[src/rtl/mem_arbiter_pkg.sv]
`default_nettype none
// +----------------------------------------------------------------------------+
// | Module      : mem_arbiter_pkg                                              |
// | Description : Shared memory-bus wire types plus the arbiter register       |
// |               record, its reset constant and a small issue helper.         |
// | Contents    : mem_in_type   - request record (valid, fence, spec, instr,   |
// |                               addr, wdata, wstrb)                          |
// |               mem_out_type  - response record (ready, rdata)               |
// |               arb_state_type, arbiter_reg_type, init_arbiter_reg           |
// | Revision    : 1.0 - initial release                                        |
// +----------------------------------------------------------------------------+
package mem_arbiter_pkg;

   localparam int ADDR_W = 32;
   localparam int DATA_W = 32;
   localparam int STRB_W = 4;

   typedef struct packed {
      logic              mem_valid;
      logic              mem_fence;
      logic              mem_spec;
      logic              mem_instr;
      logic [ADDR_W-1:0] mem_addr;
      logic [DATA_W-1:0] mem_wdata;
      logic [STRB_W-1:0] mem_wstrb;
   } mem_in_type;

   typedef struct packed {
      logic              mem_ready;
      logic [DATA_W-1:0] mem_rdata;
   } mem_out_type;

   typedef enum logic [1:0] {
      ARB_IDLE  = 2'd0,
      ARB_IBUSY = 2'd1,
      ARB_DBUSY = 2'd2
   } arb_state_type;

   typedef struct packed {
      arb_state_type state;
      logic          ipend;
      logic          dpend;
      mem_in_type    ireq;
      mem_in_type    dreq;
      mem_in_type    mem_in;
   } arbiter_reg_type;

   localparam mem_in_type C_MEM_IN_ZERO = '0;

   localparam arbiter_reg_type init_arbiter_reg = '{
      state  : ARB_IDLE,
      ipend  : 1'b0,
      dpend  : 1'b0,
      ireq   : C_MEM_IN_ZERO,
      dreq   : C_MEM_IN_ZERO,
      mem_in : C_MEM_IN_ZERO
   };

   // Builds the downstream request from a buffered one: the valid strobe is
   // regenerated and mem_instr is overwritten by the owning port, whatever
   // the requester originally placed in that field.
   function automatic mem_in_type issue_req(input mem_in_type req, input logic is_instr);
      mem_in_type res;
      res           = req;
      res.mem_valid = 1'b1;
      res.mem_instr = is_instr;
      return res;
   endfunction

endpackage
`default_nettype wire

[src/rtl/mem_arbiter.sv]
`default_nettype none
// +----------------------------------------------------------------------------+
// | Module      : mem_arbiter                                                  |
// | Description : Shares one downstream memory bus between the fetch          |
// |               (instruction) and decode (data) ports. Request pulses are    |
// |               buffered in one slot per port, issued one at a time with     |
// |               data priority, and responses are routed to the owner.        |
// | Ports       : clock    in  rising-edge clock                               |
// |               reset    in  synchronous active-low reset                    |
// |               imem_in  in  fetch request        imem_out out fetch resp    |
// |               dmem_in  in  data request         dmem_out out data resp     |
// |               mem_in   out downstream request (registered)                 |
// |               mem_out  in  downstream response                             |
// | Revision    : 1.0 - initial release                                        |
// +----------------------------------------------------------------------------+
module mem_arbiter
   import mem_arbiter_pkg::*;
(
   input  logic        clock,
   input  logic        reset,
   input  mem_in_type  imem_in,
   output mem_out_type imem_out,
   input  mem_in_type  dmem_in,
   output mem_out_type dmem_out,
   output mem_in_type  mem_in,
   input  mem_out_type mem_out
);

   arbiter_reg_type r_arb;
   arbiter_reg_type w_rin;

   // Next-state logic. A pulse always lands in its port's slot first, so a
   // pulse arriving while IDLE is issued straight from the updated slot in
   // the same cycle, and a pulse arriving during a completion is kept for
   // the following IDLE cycle.
   always_comb begin
      w_rin                  = r_arb;
      w_rin.mem_in.mem_valid = 1'b0;

      // A newer fetch simply overwrites a stale one (fetch redirect).
      if (imem_in.mem_valid) begin
         w_rin.ipend = 1'b1;
         w_rin.ireq  = imem_in;
      end
      if (dmem_in.mem_valid) begin
         w_rin.dpend = 1'b1;
         w_rin.dreq  = dmem_in;
      end

      case (r_arb.state)
         ARB_IDLE: begin
            if (w_rin.dpend) begin
               w_rin.mem_in = issue_req(w_rin.dreq, 1'b0);
               w_rin.dpend  = 1'b0;
               w_rin.state  = ARB_DBUSY;
            end else if (w_rin.ipend) begin
               w_rin.mem_in = issue_req(w_rin.ireq, 1'b1);
               w_rin.ipend  = 1'b0;
               w_rin.state  = ARB_IBUSY;
            end
         end
         ARB_IBUSY, ARB_DBUSY: begin
            // Request fields stay on mem_in until the response arrives.
            if (mem_out.mem_ready) begin
               w_rin.state = ARB_IDLE;
            end
         end
         default: begin
            w_rin.state = ARB_IDLE;
         end
      endcase
   end

   always_ff @(posedge clock) begin
      if (!reset) begin
         r_arb <= init_arbiter_reg;
      end else begin
         r_arb <= w_rin;
      end
   end

   // Response routing is combinational so the owner sees mem_ready in the
   // same cycle as the downstream bus. A ready seen in IDLE matches neither
   // owner and is dropped.
   always_comb begin
      imem_out.mem_ready = (r_arb.state == ARB_IBUSY) && mem_out.mem_ready;
      imem_out.mem_rdata = mem_out.mem_rdata;
      dmem_out.mem_ready = (r_arb.state == ARB_DBUSY) && mem_out.mem_ready;
      dmem_out.mem_rdata = mem_out.mem_rdata;
   end

   assign mem_in = r_arb.mem_in;

endmodule
`default_nettype wire

[config.mk]
export PLATFORM = sky130hd
export DESIGN_NAME = mem_arbiter
export DESIGN_NICKNAME = d
export VERILOG_FILES = /design/src/rtl/mem_arbiter_pkg.sv /design/src/rtl/mem_arbiter.sv
export SDC_FILE = /design/constraint.sdc
export NUM_CORES = 1
export LEC_CHECK = 0
export BUFFER_PORTS_ARGS = -buffer_cell sky130_fd_sc_hd__buf_2
export CAP_MARGIN = 10
export CORE_MARGIN = 5
export CORE_UTILIZATION = 56
export DETAILED_ROUTE_END_ITERATION = 16
export PLACE_DENSITY_LB_ADDON = 0.25
export REMOVE_ABC_BUFFERS = 1
export SYNTH_ARGS = -nofsm -noshare
export SYNTH_HDL_FRONTEND = slang
export SYNTH_SLANG_ARGS = --single-unit
[constraint.sdc]
create_clock -name clock -period 4.7 [get_ports clock]
set_input_delay 1.41 -clock clock [delete_from_list [all_inputs] [get_ports clock]]
set_output_delay 1.41 -clock clock [all_outputs]
set_load 0.005 [all_outputs]
==> Word-level counts from Yosys, hierarchy flattened <==
Index checks and enable logic that the tools add are counted.
{ "word_totals": {"reg_bits": 218, "in_bits": 179, "out_inout_bits": 138, "elab_cells": 48} }
{ "op_classes": {"n_eq_ne": 4, "muxes": 12, "n_bitwise": 1, "reduce_logical": 9} }
{ "ops": {"columns": ["cell", "count"], "rows": [
  ["two-way mux 72 bit", 2],
  ["two-way mux 71 bit", 2],
  ["two-way mux 2 bit", 3],
  ["AND reduction 2 bit", 3],
  ["one-hot mux 2 bit (2 select lines)", 1],
  ["OR reduction 2 bit", 2],
  ["two-way mux 1 bit", 3],
  ["two-way mux 3 bit", 1],
  ["!= test 3 x 1 -> 1 bit (second input constant)", 1],
  ["equality test 2 x 1 -> 1 bit (second input constant)", 1],
  ["equality test 2 bit (second input constant)", 1],
  ["logical AND 1 bit", 2],
  ["zero test 2 bit", 1],
  ["!= test 2 bit (second input constant)", 1],
  ["nonzero test 2 bit", 1],
  ["NOT 1 bit", 1]
]} }

==> Longest topological paths before layout <==
Gate-level depths: netlist of run 1.
{ "depth": {"ltp_word": 4, "mapped_depth": 8, "mapped_depth_nobuf": 5} }

==> Worst setup path after synthesis of run 1 <==
Ideal clock, no wire load.
{ "synth_path": {"path_kind": "input port to output port", "from": "input mem_out[32] (netlist name)", "to": "output dmem_out[32] (netlist name)", "t_arrival_ns": 1.553, "required_ns": 3.290, "setup_slack_ns": 1.737, "cell_stages": 1, "n_path_buf": 0, "path_cell_list": "and2_1"} }
{ "synth_between": {"elab_chain_len": 1} }
{ "synth_lines": {"columns": ["item", "line", "rtl"], "rows": [
  ["start, declared", "mem_arbiter.sv:26", "input mem_out_type mem_out"],
  ["logical AND 1 bit", "mem_arbiter.sv:88", "dmem_out.mem_ready = (r_arb.state == ARB_DBUSY) && mem_out.mem_ready;"],
  ["end, declared", "mem_arbiter.sv:24", "output mem_out_type dmem_out,"]
]} }
No other way between the ends.

==> impl_metrics.json, run 1 <==
{
  "status": "finished, final reports clean",
  "critPathBufInv": 2,
  "cts_tree": "done",
  "dpl.hpwl_um": 17500,
  "worst_path_dominant_cell_family": "buffers and inverters",
  "synth_top_cell_area_share_pct": 42.2,
  "ant_nets": 0,
  "crit_path_frequent_cell": "buf_2",
  "rsz0062_at_grt": "no",
  "powerDensity_nw_per_um2": 425,
  "grt_antenna_before_repair": 2,
  "clock_path_buffers": 3,
  "max_stage_delay_ns": 0.15,
  "clkTransAtPathRegs_ns": 0.06,
  "relSlewSlack_pct": 24.9,
  "syn2layout_area_growth_pct": 7.70,
  "layout_min_cycle_time_ns": 3.21,
  "drc": 0,
  "peakVddDrop_v": 0.000360,
  "path_class": "in -> out",
  "drv_slew": 0,
  "route.detailed.vias_per_inst": 5.78,
  "wl_met2_um": 11700,
  "holdBufCountCts": 0,
  "cts_made_buffers": 24,
  "hold_violations": 0,
  "fp.dieW_um": 145,
  "tns_ns": 0,
  "vias": 8379,
  "met1_length_um": 12300,
  "grt_pass1_wl_um": 44100,
  "cts.sinks": 216,
  "crit_chain": "buf_2 > and2_1 > buf_2",
  "wl_per_cell_um": 19.3,
  "h-tree-depth": 1,
  "worstMarginPinSlew_ns": 1.13,
  "yosys.area.top_type": "dfxtp_1",
  "io_buffers": 218,
  "clock_skew_ns": 0.00919,
  "drive_above_1_share_pct": 22.5,
  "coreArea_um2": 18000,
  "die_h_um": 145,
  "setup_slack_ns": 1.49,
  "grt_overflow_total": 0,
  "synth_area_leaders": "dfxtp_1, buf_4, mux2i_1",
  "reg2reg_depth": 6,
  "cts.repair.resized": 0,
  "root_buffer": "clkbuf_16",
  "fin_total_pwr_mw": 4.70,
  "cp.depth": 3,
  "syn_inst": 1182,
  "end_kind": "output port",
  "required_ns": 3.29,
  "clock.fmax_ghz": 0.312,
  "synth_cell_types": 30,
  "topRoutingLayerUsed": "met5",
  "ys_warn_count": 0,
  "netlist_area_um2": 10200,
  "drt_iter0_drc": 511,
  "die_area_um2": 21100,
  "finalSetupViolCount": 0,
  "dp_slack_ns": 1.20,
  "arrival_ns": 1.80,
  "clk_latency_ns": 0.50,
  "post_cts_buffers": 0,
  "ys_seq_elements": 216,
  "wl_met3_um": 3440,
  "synth-seq-area-share_pct": 42.2,
  "p_leak_nw": 4.79,
  "rows": 49,
  "grt_start_max_net_pins": 81,
  "grt_pass1_vias": 8121,
  "min_path_cells": 2,
  "synth_flop_cell": "dfxtp_1",
  "num-nets-final": 1385,
  "hp-class": "reg -> reg",
  "worstPathMaxFanout": 4,
  "ioPinCount": 317,
  "holdWs_ns": 0.464,
  "maxCapViolCount": 0,
  "async_reset_ff_share_pct": 0,
  "slowest_stage": "and2_1",
  "startpoint_type": "primary input",
  "fin_crit_sh_pct": 68.3,
  "totalWireLength_um": 28000,
  "synth_edf_count": 0,
  "grt_use_total_pct": 25.2,
  "initial_utilization_pct": 57.1,
  "drt-pass1-iter-count": 7,
  "gp_congestion": 0.767,
  "avgSynthCellArea_um2": 8.67
}
==> cell usage in the layout (no fill, tap or decap), drive strengths merged, types with 70 or more instances in the layout <==
master    n
a21oi    75
a22oi    70
a31oi    70
buf     232
dfxtp   216
mux2i    70
nand2    91
nor2     96
o21ai    96
==> power breakdown <==
group / total, mW / internal [mW] / switching [mW]
clock: 1.79 / 1.07 / 0.717
combinational: 0.782 / 0.329 / 0.453
sequential: 2.12 / 2.03 / 0.0965
==> cells in the mapped netlist, types with 4 or more instances <==
master and n:
clkbuf_1 73, nor2_1 96, o21ai_1 19, mux2i_1 70
a31oi_1 70, buf_4 136, buf_2 13, nand2_1 91
o21ai_0 77, a21o_1 45, and2_1 28, nand3b_1 45
dfxtp_1 216, buf_1 4, and3b_1 25, a22oi_1 70
a21oi_1 75, buf_6 11
==> through the flow <==
| step | utilization (%) | std cells | instance area, um^2 |
|---|---|---|---|
| after floorplan | - | 945 | 8750 |
| after global placement | 57.2 | 1406 | 10300 |
| after detailed placement | 57.2 | 1406 | 10300 |
| after CTS | 61.4 | 1448 | 11000 |
| after global routing | 61.5 | 1449 | 11000 |
| final | 61.5 | 1449 | 11000 |
==> per-layer routing <==
layer	track usage (%)	vias up
met4	5.41	6
met2	37.2	389
met3	12.3	37
li1	-	4055
met1	32.9	3892
met5	6.82	-
==> cell type report <==
type	instances	area, um^2
Inverter	4	17.5
Antenna cell	1	2.50
Fill cell	1608	6920
Clock inverter	6	58.8
Multi-Input combinational cell	725	4420
Sequential cell	216	4330
Clock buffer	36	697
Timing Repair Buffer	232	1230
Tap cell	229	287
==> state kept, by name, indices dropped and copies added, names as in the netlist <==
register and cells:
r_arb 144, mem_in 72
==> worst paths after layout <==
path               start      endpoint  slack, ns
min reg2reg   r_arb[213]    r_arb[213]       0.46
max          mem_out[32]  imem_out[32]       1.49
min           r_arb[213]    r_arb[213]       0.46
max reg2reg   r_arb[218]    mem_in[26]       2.55
==> worst reg2reg max path: cells and delay by family (launching register included) <==
family	cells	cell delay (ns)
AO/OA/AOI/OAI	3	0.98
buffers and inverters	2	0.43
flip-flops	1	0.33
adder cells (fa/ha/maj)	1	0.33
==> cell families (layout without fill, tap and decap cells) <==
family	count (synthesis)	after routing	synth area share, %
multiplexers	70	70	6.84
AND/OR/NAND/NOR	294	294	14.5
other	0	1	0
AO/OA/AOI/OAI	358	358	21.3
adder cells (fa/ha/maj)	3	3	0.366
buffers and inverters	241	278	14.8
flip-flops	216	216	42.2
Power figures use the tool's default switching activity.
==> run 2, diff against run 1 <==
Settings changed: ABC_AREA set to 1, CORE_UTILIZATION 56 to 47.
Clock period 4.7 ns to 2.6 ns, I/O delays scaled along.
==> impl_metrics.json, run 2 <==
{
  "status": "finished, final reports clean",
  "grt_start_max_net_pins": 73,
  "holdBufCountCts": 0,
  "cts_tree": "done",
  "startpoint_type": "register",
  "crit_path_frequent_cell": "inv_1",
  "synth_top_cell_area_share_pct": 41.7,
  "ioPinCount": 317,
  "fin_cells": 1935,
  "vias": 8915,
  "drt-pass1-iter-count": 4,
  "hold_violations": 0,
  "wl_per_cell_um": 14.6,
  "route.detailed.vias_per_inst": 4.61,
  "largest_reg_flops": 144,
  "fin_crit_sh_pct": 80.9,
  "arrival_ns": 1.32,
  "avgSynthCellArea_um2": 6.51,
  "root_buffer": "clkbuf_16",
  "relSlewSlack_pct": 55.3,
  "io_buffers": 218,
  "finalSetupViolCount": 0,
  "num-nets-final": 1817,
  "yosys.area.top_type": "dfxtp_1",
  "synth_common_cells": "nand2_1, dfxtp_1, a21oi_1, nor2_1, buf_4",
  "initial_utilization_pct": 47.6,
  "final_cell_mix": "nand2_1, buf_2, dfxtp_1, a21oi_1, nor2_1",
  "stdcell_area_um2": 11400,
  "grt_antenna_before_repair": 2,
  "worst_path_dominant_cell_family": "flip-flops",
  "dpl.hpwl_um": 18000,
  "syn2layout_area_growth_pct": 10.1,
  "clock_path_buffers": 3,
  "drv_slew": 0,
  "path_class": "reg -> out",
  "hp-class": "reg -> reg",
  "clock.fmax_ghz": 0.475,
  "largest_register": "r_arb",
  "peakVddDrop_v": 0.000472,
  "totalWireLength_um": 28200,
  "grt_overflow_total": 0,
  "fp.dieW_um": 158,
  "ys_warn_count": 0,
  "ys_seq_elements": 216,
  "coreArea_um2": 21800,
  "dp_slack_ns": 0.425,
  "yosys.cell_count.top_type": "nand2_1",
  "drive_above_1_share_pct": 17.1,
  "powerDensity_nw_per_um2": 778,
  "cts.repair.resized": 0,
  "required_ns": 1.82,
  "die_h_um": 158,
  "worstMarginPinSlew_ns": 0.670,
  "synth_cell_types": 19,
  "h-tree-depth": 1,
  "synth_area_leaders": "dfxtp_1, nand2_1, buf_4",
  "cts_made_buffers": 24,
  "setup_slack_ns": 0.496,
  "async_reset_ff_share_pct": 0,
  "synth_edf_count": 0,
  "synth-seq-area-share_pct": 41.7,
  "utilization_pct": 52.5,
  "syn_inst": 1592,
  "final_common_cell": "nand2_1",
  "cts.sinks": 216,
  "grt_pass1_vias": 8192,
  "rows": 54,
  "rsz0062_at_grt": "no",
  "fin_total_pwr_mw": 8.88,
  "post_cts_buffers": 0,
  "clk_latency_ns": 0.51,
  "maxCapViolCount": 0,
  "netlist_area_um2": 10400,
  "clkTransAtPathRegs_ns": 0.06,
  "critPathBufInv": 3,
  "slowest_stage": "dfxtp_1",
  "crit_chain": "inv_1 > ha_1 > nand2_1 > inv_1 > buf_2",
  "p_leak_nw": 6.15,
  "place_area_um2": 10600,
  "end_kind": "output port",
  "drt_iter0_drc": 396,
  "die_area_um2": 25100,
  "gp_congestion": 0.767,
  "layout_min_cycle_time_ns": 2.10,
  "grt_use_total_pct": 21.8,
  "tns_ns": 0,
  "grt_pass1_wl_um": 43400,
  "drc": 0,
  "clock_skew_ns": 0.0135,
  "worstPathMaxFanout": 3,
  "max_stage_delay_ns": 0.34,
  "dpl.cell_count": 1889,
  "ant_nets": 0,
  "synth_flop_cell": "dfxtp_1",
  "holdWs_ns": 0.466
}
==> run 2: cell types whose count changed after synthesis, sizes merged, moves of 25 or more <==
cell,delta
inv,+77
a22oi,-70
a31oi,-70
o21ai,-96
and3b,-25
and2,-28
a21o,-45
mux2i,-70
clkbuf,-48
buf,+29
nand2,+691
a21oi,+68
nand3b,-45
nor2,+50
==> run 2: layer usage <==
| metal | share of wire, % | routed length, um | global-route usage (%) |
|---|---|---|---|
| met1 | 45 | 12800 | 29.4 |
| met2 | 42 | 12000 | 32.4 |
| met3 | 11 | 3020 | 9.11 |
| met4 | 1.0 | 295 | 4.31 |
| met5 | 0.47 | 133 | 5.56 |
==> run 2: cell families (layout without fill, tap and decap cells) <==
kind of cell,count (synthesis),in the layout,share of synthesized area (%)
AO/OA/AOI/OAI,143,143,6.91
AND/OR/NAND/NOR,931,931,34.0
other,0,2,0
flip-flops,216,216,41.7
buffers and inverters,299,360,17.0
adder cells (fa/ha/maj),3,3,0.362
==> run 2: power by group <==
group	leakage (nW)	internal (mW)	switching, mW	total (mW)
sequential	1.78	3.64	0.134	3.77
clock	0.408	2.09	1.35	3.44
combinational	3.96	0.652	1.02	1.67
total	6.15	6.38	2.50	8.88
==> run 2: area by class of cell <==
class	instances	area, um^2
Inverter	81	309
Fill cell	2263	10300
Clock inverter	10	100
Timing Repair Buffer	235	1330
Tap cell	280	350
Multi-Input combinational cell	1077	4280
Clock buffer	34	709
Sequential cell	216	4320
Antenna cell	2	5.00
==> run 2: path summary, 6_finish.rpt <==
check	endpoint	depth (start not counted)	startpoint	slack, ns
max	dmem_out[32]	5	r_arb[218]	0.50
min	r_arb[97]	2	r_arb[97]	0.47
max reg2reg	mem_in[34]	7	r_arb[219]	1.04
min reg2reg	r_arb[97]	2	r_arb[97]	0.47
==> run 2: tightest hold or removal path: stages (launching register included) <==
cell and delay, ns:
dfxtp_1 0.30, nand2_1 0.07, a21oi_1 0.05
